$ cat src/rtl/lw_hmac_ks.sv
// lw_hmac_ks - HMAC sequencer with a NUM_KEYS-slot key store.
//
// Drives an external streaming hash core (which pads its own input) through
// the inner pass (key^ipad, message) and the outer pass (key^opad, inner
// digest). Keys are pre-loaded one word at a time and can be zeroized.
//
// Ports:
//   clk_i, reset_i             clock, synchronous active-high reset (also erases keys)
//   key_wr_i/key_slot_i/key_idx_i/key_i   write one key word into a slot
//   key_zeroize_i              clear the whole slot key_slot_i and its valid bit
//   key_valid_o                per-slot valid bits
//   start_i/slot_i             begin an HMAC with slot_i (IDLE only)
//   abort_i                    abandon the running operation
//   msg_valid_i/msg_data_i/msg_last_i/msg_ready_o   caller message stream
//   core_start_o/core_valid_o/core_data_o/core_last_o/core_ready_i  core input stream
//   core_done_i/core_digest_i  core completion and digest
//   core_abort_o               abort forwarded to the core
//   busy_o, done_o, err_o      status (done_o / err_o are single-cycle pulses)
//   hmac_o                     last completed result
module lw_hmac_ks #(
  parameter int WORD_SIZE    = 32,
  parameter int DIGEST_WORDS = 8,
  parameter int NUM_KEYS     = 4,
  localparam int SW          = $clog2(NUM_KEYS),
  localparam int DW          = DIGEST_WORDS * WORD_SIZE
) (
  input  logic                 clk_i,
  input  logic                 reset_i,
  input  logic                 key_wr_i,
  input  logic [SW-1:0]        key_slot_i,
  input  logic [3:0]           key_idx_i,
  input  logic [WORD_SIZE-1:0] key_i,
  input  logic                 key_zeroize_i,
  output logic [NUM_KEYS-1:0]  key_valid_o,
  input  logic                 start_i,
  input  logic [SW-1:0]        slot_i,
  input  logic                 abort_i,
  input  logic                 msg_valid_i,
  input  logic [WORD_SIZE-1:0] msg_data_i,
  input  logic                 msg_last_i,
  output logic                 msg_ready_o,
  output logic                 core_start_o,
  output logic                 core_valid_o,
  output logic [WORD_SIZE-1:0] core_data_o,
  output logic                 core_last_o,
  input  logic                 core_ready_i,
  input  logic                 core_done_i,
  input  logic [DW-1:0]        core_digest_i,
  output logic                 core_abort_o,
  output logic                 busy_o,
  output logic                 done_o,
  output logic                 err_o,
  output logic [DW-1:0]        hmac_o
);

  localparam logic [WORD_SIZE-1:0] IPAD_C   = {(WORD_SIZE/8){8'h36}};
  localparam logic [WORD_SIZE-1:0] OPAD_C   = {(WORD_SIZE/8){8'h5c}};
  localparam logic [3:0]           DIG_LAST = 4'(DIGEST_WORDS - 1);

  typedef enum logic [2:0] {
    ST_IDLE     = 3'd0,
    ST_IPAD     = 3'd1,
    ST_MSG      = 3'd2,
    ST_WAIT_IN  = 3'd3,
    ST_OPAD     = 3'd4,
    ST_DIG      = 3'd5,
    ST_WAIT_OUT = 3'd6
  } state_t;

  state_t               state_r, state_s;
  logic [3:0]           cnt_r, cnt_s;
  logic [SW-1:0]        slot_r;
  logic [WORD_SIZE-1:0] key_mem_r [NUM_KEYS][16];
  logic [NUM_KEYS-1:0]  key_valid_r;
  logic [DW-1:0]        inner_r, hmac_r;
  logic                 core_start_r, core_abort_r, done_r, err_r, busy_r;

  logic                 core_start_s, abort_s, latch_inner_s, latch_hmac_s;
  logic                 start_err_s, done_err_s, key_err_s;
  logic                 core_valid_s, core_last_s, msg_ready_s, xfer_s;
  logic [WORD_SIZE-1:0] core_data_s, key_word_s;
  logic [DW-1:0]        inner_sh_s;

  assign key_word_s = key_mem_r[slot_r][cnt_r];
  // Shift the wanted digest word to the top so DIG sends most-significant first.
  assign inner_sh_s = inner_r << (WORD_SIZE * int'(cnt_r));
  assign xfer_s     = core_valid_s & core_ready_i;
  // A key update aimed at the slot in use would corrupt the running HMAC.
  assign key_err_s  = busy_r & (key_wr_i | key_zeroize_i) & (key_slot_i == slot_r);
  assign done_err_s = core_done_i & (state_r != ST_WAIT_IN) & (state_r != ST_WAIT_OUT);

  // Core-side stream mux: padded key words, message passthrough, inner digest.
  always_comb begin
    core_valid_s = 1'b0;
    core_data_s  = {WORD_SIZE{1'b0}};
    core_last_s  = 1'b0;
    msg_ready_s  = 1'b0;
    case (state_r)
      // The entry cycle carries core_start_o, so the first word follows it.
      ST_IPAD: begin
        core_valid_s = ~core_start_r;
        core_data_s  = key_word_s ^ IPAD_C;
      end
      ST_MSG: begin
        core_valid_s = msg_valid_i;
        core_data_s  = msg_data_i;
        core_last_s  = msg_last_i;
        msg_ready_s  = core_ready_i;
      end
      ST_OPAD: begin
        core_valid_s = ~core_start_r;
        core_data_s  = key_word_s ^ OPAD_C;
      end
      ST_DIG: begin
        core_valid_s = 1'b1;
        core_data_s  = inner_sh_s[DW-1 -: WORD_SIZE];
        core_last_s  = (cnt_r == DIG_LAST);
      end
      default: core_valid_s = 1'b0;
    endcase
  end

  // Next-state logic; abort overrides every other transition.
  always_comb begin
    state_s       = state_r;
    cnt_s         = cnt_r;
    core_start_s  = 1'b0;
    abort_s       = 1'b0;
    latch_inner_s = 1'b0;
    latch_hmac_s  = 1'b0;
    start_err_s   = 1'b0;
    if ((state_r != ST_IDLE) && abort_i) begin
      state_s = ST_IDLE;
      cnt_s   = 4'd0;
      abort_s = 1'b1;
    end else begin
      case (state_r)
        ST_IDLE: begin
          if (start_i && key_valid_r[slot_i]) begin
            state_s      = ST_IPAD;
            cnt_s        = 4'd0;
            core_start_s = 1'b1;
          end else begin
            start_err_s = start_i;
          end
        end
        ST_IPAD, ST_OPAD: begin
          if (xfer_s) begin
            cnt_s = cnt_r + 4'd1;  // 15 -> 0 wrap doubles as the reload
            if (cnt_r == 4'd15) begin
              state_s = (state_r == ST_IPAD) ? ST_MSG : ST_DIG;
            end else begin
              state_s = state_r;
            end
          end else begin
            cnt_s = cnt_r;
          end
        end
        ST_MSG: begin
          if (xfer_s && msg_last_i) begin
            state_s = ST_WAIT_IN;
            cnt_s   = 4'd0;
          end else begin
            state_s = ST_MSG;
          end
        end
        ST_WAIT_IN: begin
          if (core_done_i) begin
            state_s       = ST_OPAD;
            cnt_s         = 4'd0;
            core_start_s  = 1'b1;
            latch_inner_s = 1'b1;
          end else begin
            state_s = ST_WAIT_IN;
          end
        end
        ST_DIG: begin
          if (xfer_s && (cnt_r == DIG_LAST)) begin
            state_s = ST_WAIT_OUT;
            cnt_s   = 4'd0;
          end else if (xfer_s) begin
            cnt_s = cnt_r + 4'd1;
          end else begin
            cnt_s = cnt_r;
          end
        end
        ST_WAIT_OUT: begin
          if (core_done_i) begin
            state_s      = ST_IDLE;
            cnt_s        = 4'd0;
            latch_hmac_s = 1'b1;
          end else begin
            state_s = ST_WAIT_OUT;
          end
        end
        default: begin
          state_s = ST_IDLE;
          cnt_s   = 4'd0;
        end
      endcase
    end
  end

  // FSM state, status pulses, latched slot and digest registers.
  always_ff @(posedge clk_i) begin
    if (reset_i) begin
      state_r      <= ST_IDLE;
      cnt_r        <= 4'd0;
      slot_r       <= {SW{1'b0}};
      inner_r      <= {DW{1'b0}};
      hmac_r       <= {DW{1'b0}};
      core_start_r <= 1'b0;
      core_abort_r <= 1'b0;
      done_r       <= 1'b0;
      err_r        <= 1'b0;
      busy_r       <= 1'b0;
    end else begin
      state_r      <= state_s;
      cnt_r        <= cnt_s;
      core_start_r <= core_start_s;
      core_abort_r <= abort_s;
      done_r       <= latch_hmac_s;
      err_r        <= start_err_s | done_err_s | key_err_s;
      busy_r       <= (state_s != ST_IDLE);
      if (core_start_s && (state_r == ST_IDLE)) slot_r <= slot_i;
      if (abort_s) inner_r <= {DW{1'b0}};
      else if (latch_inner_s) inner_r <= core_digest_i;
      if (latch_hmac_s) hmac_r <= core_digest_i;
    end
  end

  // Key store: word writes, whole-slot zeroize (beats a same-cycle write), valid bits.
  always_ff @(posedge clk_i) begin
    if (reset_i) begin
      for (int s = 0; s < NUM_KEYS; s++) begin
        for (int w = 0; w < 16; w++) key_mem_r[s][w] <= {WORD_SIZE{1'b0}};
      end
      key_valid_r <= {NUM_KEYS{1'b0}};
    end else if (!key_err_s) begin
      if (key_zeroize_i) begin
        for (int w = 0; w < 16; w++) key_mem_r[key_slot_i][w] <= {WORD_SIZE{1'b0}};
        key_valid_r[key_slot_i] <= 1'b0;
      end else if (key_wr_i) begin
        key_mem_r[key_slot_i][key_idx_i] <= key_i;
        key_valid_r[key_slot_i]          <= 1'b1;
      end
    end
  end

  assign key_valid_o  = key_valid_r;
  assign msg_ready_o  = msg_ready_s;
  assign core_start_o = core_start_r;
  assign core_valid_o = core_valid_s;
  assign core_data_o  = core_data_s;
  assign core_last_o  = core_last_s;
  assign core_abort_o = core_abort_r;
  assign busy_o       = busy_r;
  assign done_o       = done_r;
  assign err_o        = err_r;
  assign hmac_o       = hmac_r;

endmodule

$ cat config.mk
export PLATFORM = sky130hd
export DESIGN_NAME = lw_hmac_ks
export DESIGN_NICKNAME = d
export VERILOG_FILES = /design/src/rtl/lw_hmac_ks.sv
export SDC_FILE = /design/constraint.sdc
export NUM_CORES = 2
export LEC_CHECK = 0
export ABC_AREA = 1
export CAP_MARGIN = 10
export CORE_ASPECT_RATIO = 0.7
export CORE_MARGIN = 4
export CORE_UTILIZATION = 45
export CTS_BUF_LIST = sky130_fd_sc_hd__clkbuf_4 sky130_fd_sc_hd__clkbuf_8 sky130_fd_sc_hd__clkbuf_16
export CTS_CLUSTER_SIZE = 25
export DETAILED_ROUTE_END_ITERATION = 10
export MAX_ROUTING_LAYER = met4
export PLACE_DENSITY = 0.73
export SLEW_MARGIN = 20
export SYNTH_ARGS = -nofsm -noshare
export SYNTH_HDL_FRONTEND = slang
export SYNTH_SLANG_ARGS = --single-unit
$ cat constraint.sdc
create_clock -name clk_i -period 7.5 [get_ports clk_i]
set_input_delay 1.875 -clock clk_i [delete_from_list [all_inputs] [get_ports clk_i]]
set_output_delay 1.875 -clock clk_i [all_outputs]
set_load 0.05 [all_outputs]
==> results.md <==
- Post-Synthesis Cells: about 13000
- Vias after detailed routing: 96500
- Top area cells in the synthesized netlist: edfxtp_1 (53%), nor2_1 (13%), dfxtp_1 (9.1%)
- Initial core utilization: 45.2%
- Area grow syn2layout: 14.2%
- Clk slew on worst S/H paths: 0.07 ns
- Final nets: ~14000
- First-pass GRT wire length: slightly below 600000 um
- Die X: around 620 um
- Multi-input gate area: 0.0386 sq mm
- Cell taking the most area after synthesis: edfxtp_1
- Via-to-Cell Ratio: between 5 and 6
- Final Hold Violating Endpoints: 0
- Commonest non-fill, non-tap cell in the layout: nor2_1
- Iter 0 DRT Violations: 16200
- # clock sinks: 2580
- Fraction of layout cells with a size suffix above 1: 5.56%
- Die height: about 430 um
- Fill cells: between 20000 and 25000
- Max stage delay on crit path: just over 0.8 ns
- Async set or reset register ratio after synthesis: 0%
- Post-place setup slack: 1.41 ns
- Skew final: around 0.049 ns
- Post-route insts no fill: 17000
- CP endpoint kind: output port
- Remaining routing DRC violations: 0
- Worst Path Arrival: about 5.5 ns
- TritonCTS clock tree: built
- Kind of critical path: register to output port
- Largest net degree at the start of global routing: approximately 220
- Maximum VDD drop: around 200 uV
- Root buffer cell: clkbuf_16
- Yosys warnings: 0
- Crit-path max FO: about 210
- Post-route minimum period: around 7.3 ns
- Core Rows: 156
- Hold buffer count at CTS: 0
- Post-synth EDFFs: between 2000 and 2500
- Antenna-violating nets left: 0
- Req. time, crit path: ~5.6 ns
- Postcts setup bufs: 0
- Setup ws final: approximately 0.18 ns
- Synth unique cells: 38
- Most frequent CP cell: nand2_1
- Power density over cell area: between 200 and 250 mW/mm^2
- Slew Limit Fails: 0
- Mapped Avg Cell Area: slightly below 9 sq um
- Fmax: 137 MHz
- Initial antenna violation count: 51
- Slowest stage cell on the critical path: clkdlybuf4s50_1
- Top Family by Delay on Critical Path: buffers and inverters
- IO buf count: roughly 640
- Status: finished clean
- #FFs+latches synth: 2580
- Dpl cells: about 17000
- MaxCap Viol Count: 0
- Total Routed Length: 418000 um
- Core box area: between 0.2 and 0.3 sq mm
- Commonest non-fill, non-tap cells in the layout: nor2_1 (4111), nand2_1 (2659), edfxtp_1 (2048)
- Clock Latency Late Sink: approximately 0.90 ns
- CP bufs+invs: 3
- Setup violations, final: 0
- Hold Path Class: register to register
- Post-synthesis sequential area ratio: approximately three fifths
- RSZ-0062 raised after global routing: false
- DR WL/cell: between 20 and 25 um
- Congestion Overflow GR: 0
- Post-cts sizing count: 0
- DIE AREA: ~0.27 sq mm
- Worst-path cell chain: inv_16 -> buf_12 -> nand2_1 -> nand2_1 -> nand2_1 -> a21oi_1 -> nor2_1 -> nand2_1 -> nand3_1 -> nand2_1 -> nand2_1 -> nand3_1 -> clkdlybuf4s50_1
- TritonCTS buffer count: around 240
- Synthesized cell area: 0.117 sq mm
- Register Area: a little over 0.07 sq mm
- Main flop type after synthesis: edfxtp_1
- Overall Global Routing Usage: about 31%
- Leak pwr: around 50 nW
- Vias in the first global route: about 86000
- Final TNS setup: 0 ns
- Maximum clock path buffer count: 4
- # IOs: between 600 and 700
- H-tree level count: 4
- Synth Net Count: 13500
- Fin crit share: a little under 100%
- Post-synth top area share: about 53%
- Hpwl dp: 256000 um
- GPL Wtd Cong: ~1.0
- Startpoint types: register
- Router iterations before antenna repair: 9
- Slew of the pin with the lowest slew margin: approximately 1.2 ns
- Slew margin rel.: between 10% and 20%
[cell usage after synthesis (3+ instances only)]
cell	instances
o211ai_1	156
buf_1	90
clkbuf_1	571
dfxtp_1	532
nand3_1	778
o21ai_1	203
a22oi_1	56
nor3_1	3
buf_2	234
nand2_1	2670
buf_6	43
nand4_1	10
edfxtp_1	2048
or2_2	6
inv_2	20
inv_1	448
a221oi_1	6
o21ai_0	965
buf_4	71
nor2_1	4112
a21oi_1	162
[registers in the layout, summed over array words and instances (netlist names), named ones only]
name,flops
key_mem_r,2048
err_o,1
cnt_r,4
state_r,3
slot_r,2
core_start_o,1
core_abort_o,1
busy_o,1
inner_r,256
hmac_o,256
done_o,1
[layout make-up]
type / count / share of cell area (%)
multi-input cells: 9148 / 29.0
clock buffers: 308 / 4.94
flip-flops and latches: 2580 / 54.2
inverters: 471 / 1.39
diodes: 45 / 0.0846
clock inverters: 119 / 0.815
well taps: 3476 / 3.27
repair buffers: 857 / 6.25
[per-stage QoR]
step	hold slack [ns]	total power (W)	area, sq um	util [%]
finish	0.481	0.0313	133000	51.6
CTS	0.479	0.0312	133000	51.5
floorplan	0.449	0.0180	117000	-
global placement	0.457	0.0191	125000	48.5
global route	0.490	0.0321	133000	51.6
detailed placement	0.468	0.0192	125000	48.5
[where the power goes]
group	internal (W)	total, W	switching, W
sequential	0.0159	0.0161	0.000146
combinational	0.000698	0.00288	0.00219
clock	0.00686	0.0123	0.00547
[worst min-delay path, stage by stage, from the launching register on]
cell and delay (ns):
dfxtp_1 0.33, inv_1 0.05, a21oi_1 0.05
[routing by layer]
metal / GRT usage [%] / part of all wire [%] / vias to the layer above
met5: - / 0 / -
met4: 11.1 / 4.1 / 0
met3: 12.1 / 16 / 866
met2: 41.8 / 42 / 6742
met1: 41.5 / 38 / 45300
li1: - / - / 43600
[cells by family (layout without fill, tap and decap cells)]
kind of cell	after synthesis	in the layout	synth area share [%]
adder cells (fa/ha/maj)	1	1	0.0107
other	0	45	0
AND/OR/NAND/NOR	7594	7594	25.4
buffers and inverters	1480	1755	5.53
flip-flops	2580	2580	61.9
AO/OA/AOI/OAI	1550	1550	7.13
XOR/XNOR	3	3	0.0225
[path summary, 6_finish.rpt]
path,start,endpoint,slack (ns),depth (start not counted)
setup / recovery,register,core_data_o[5],0.18,13
hold / removal,register,register,0.48,2
setup reg to reg,busy_o,key_mem_r[1][84],4.05,8
hold reg to reg,register,register,0.48,2
Note: power is estimated with default switching activity, not from simulation.
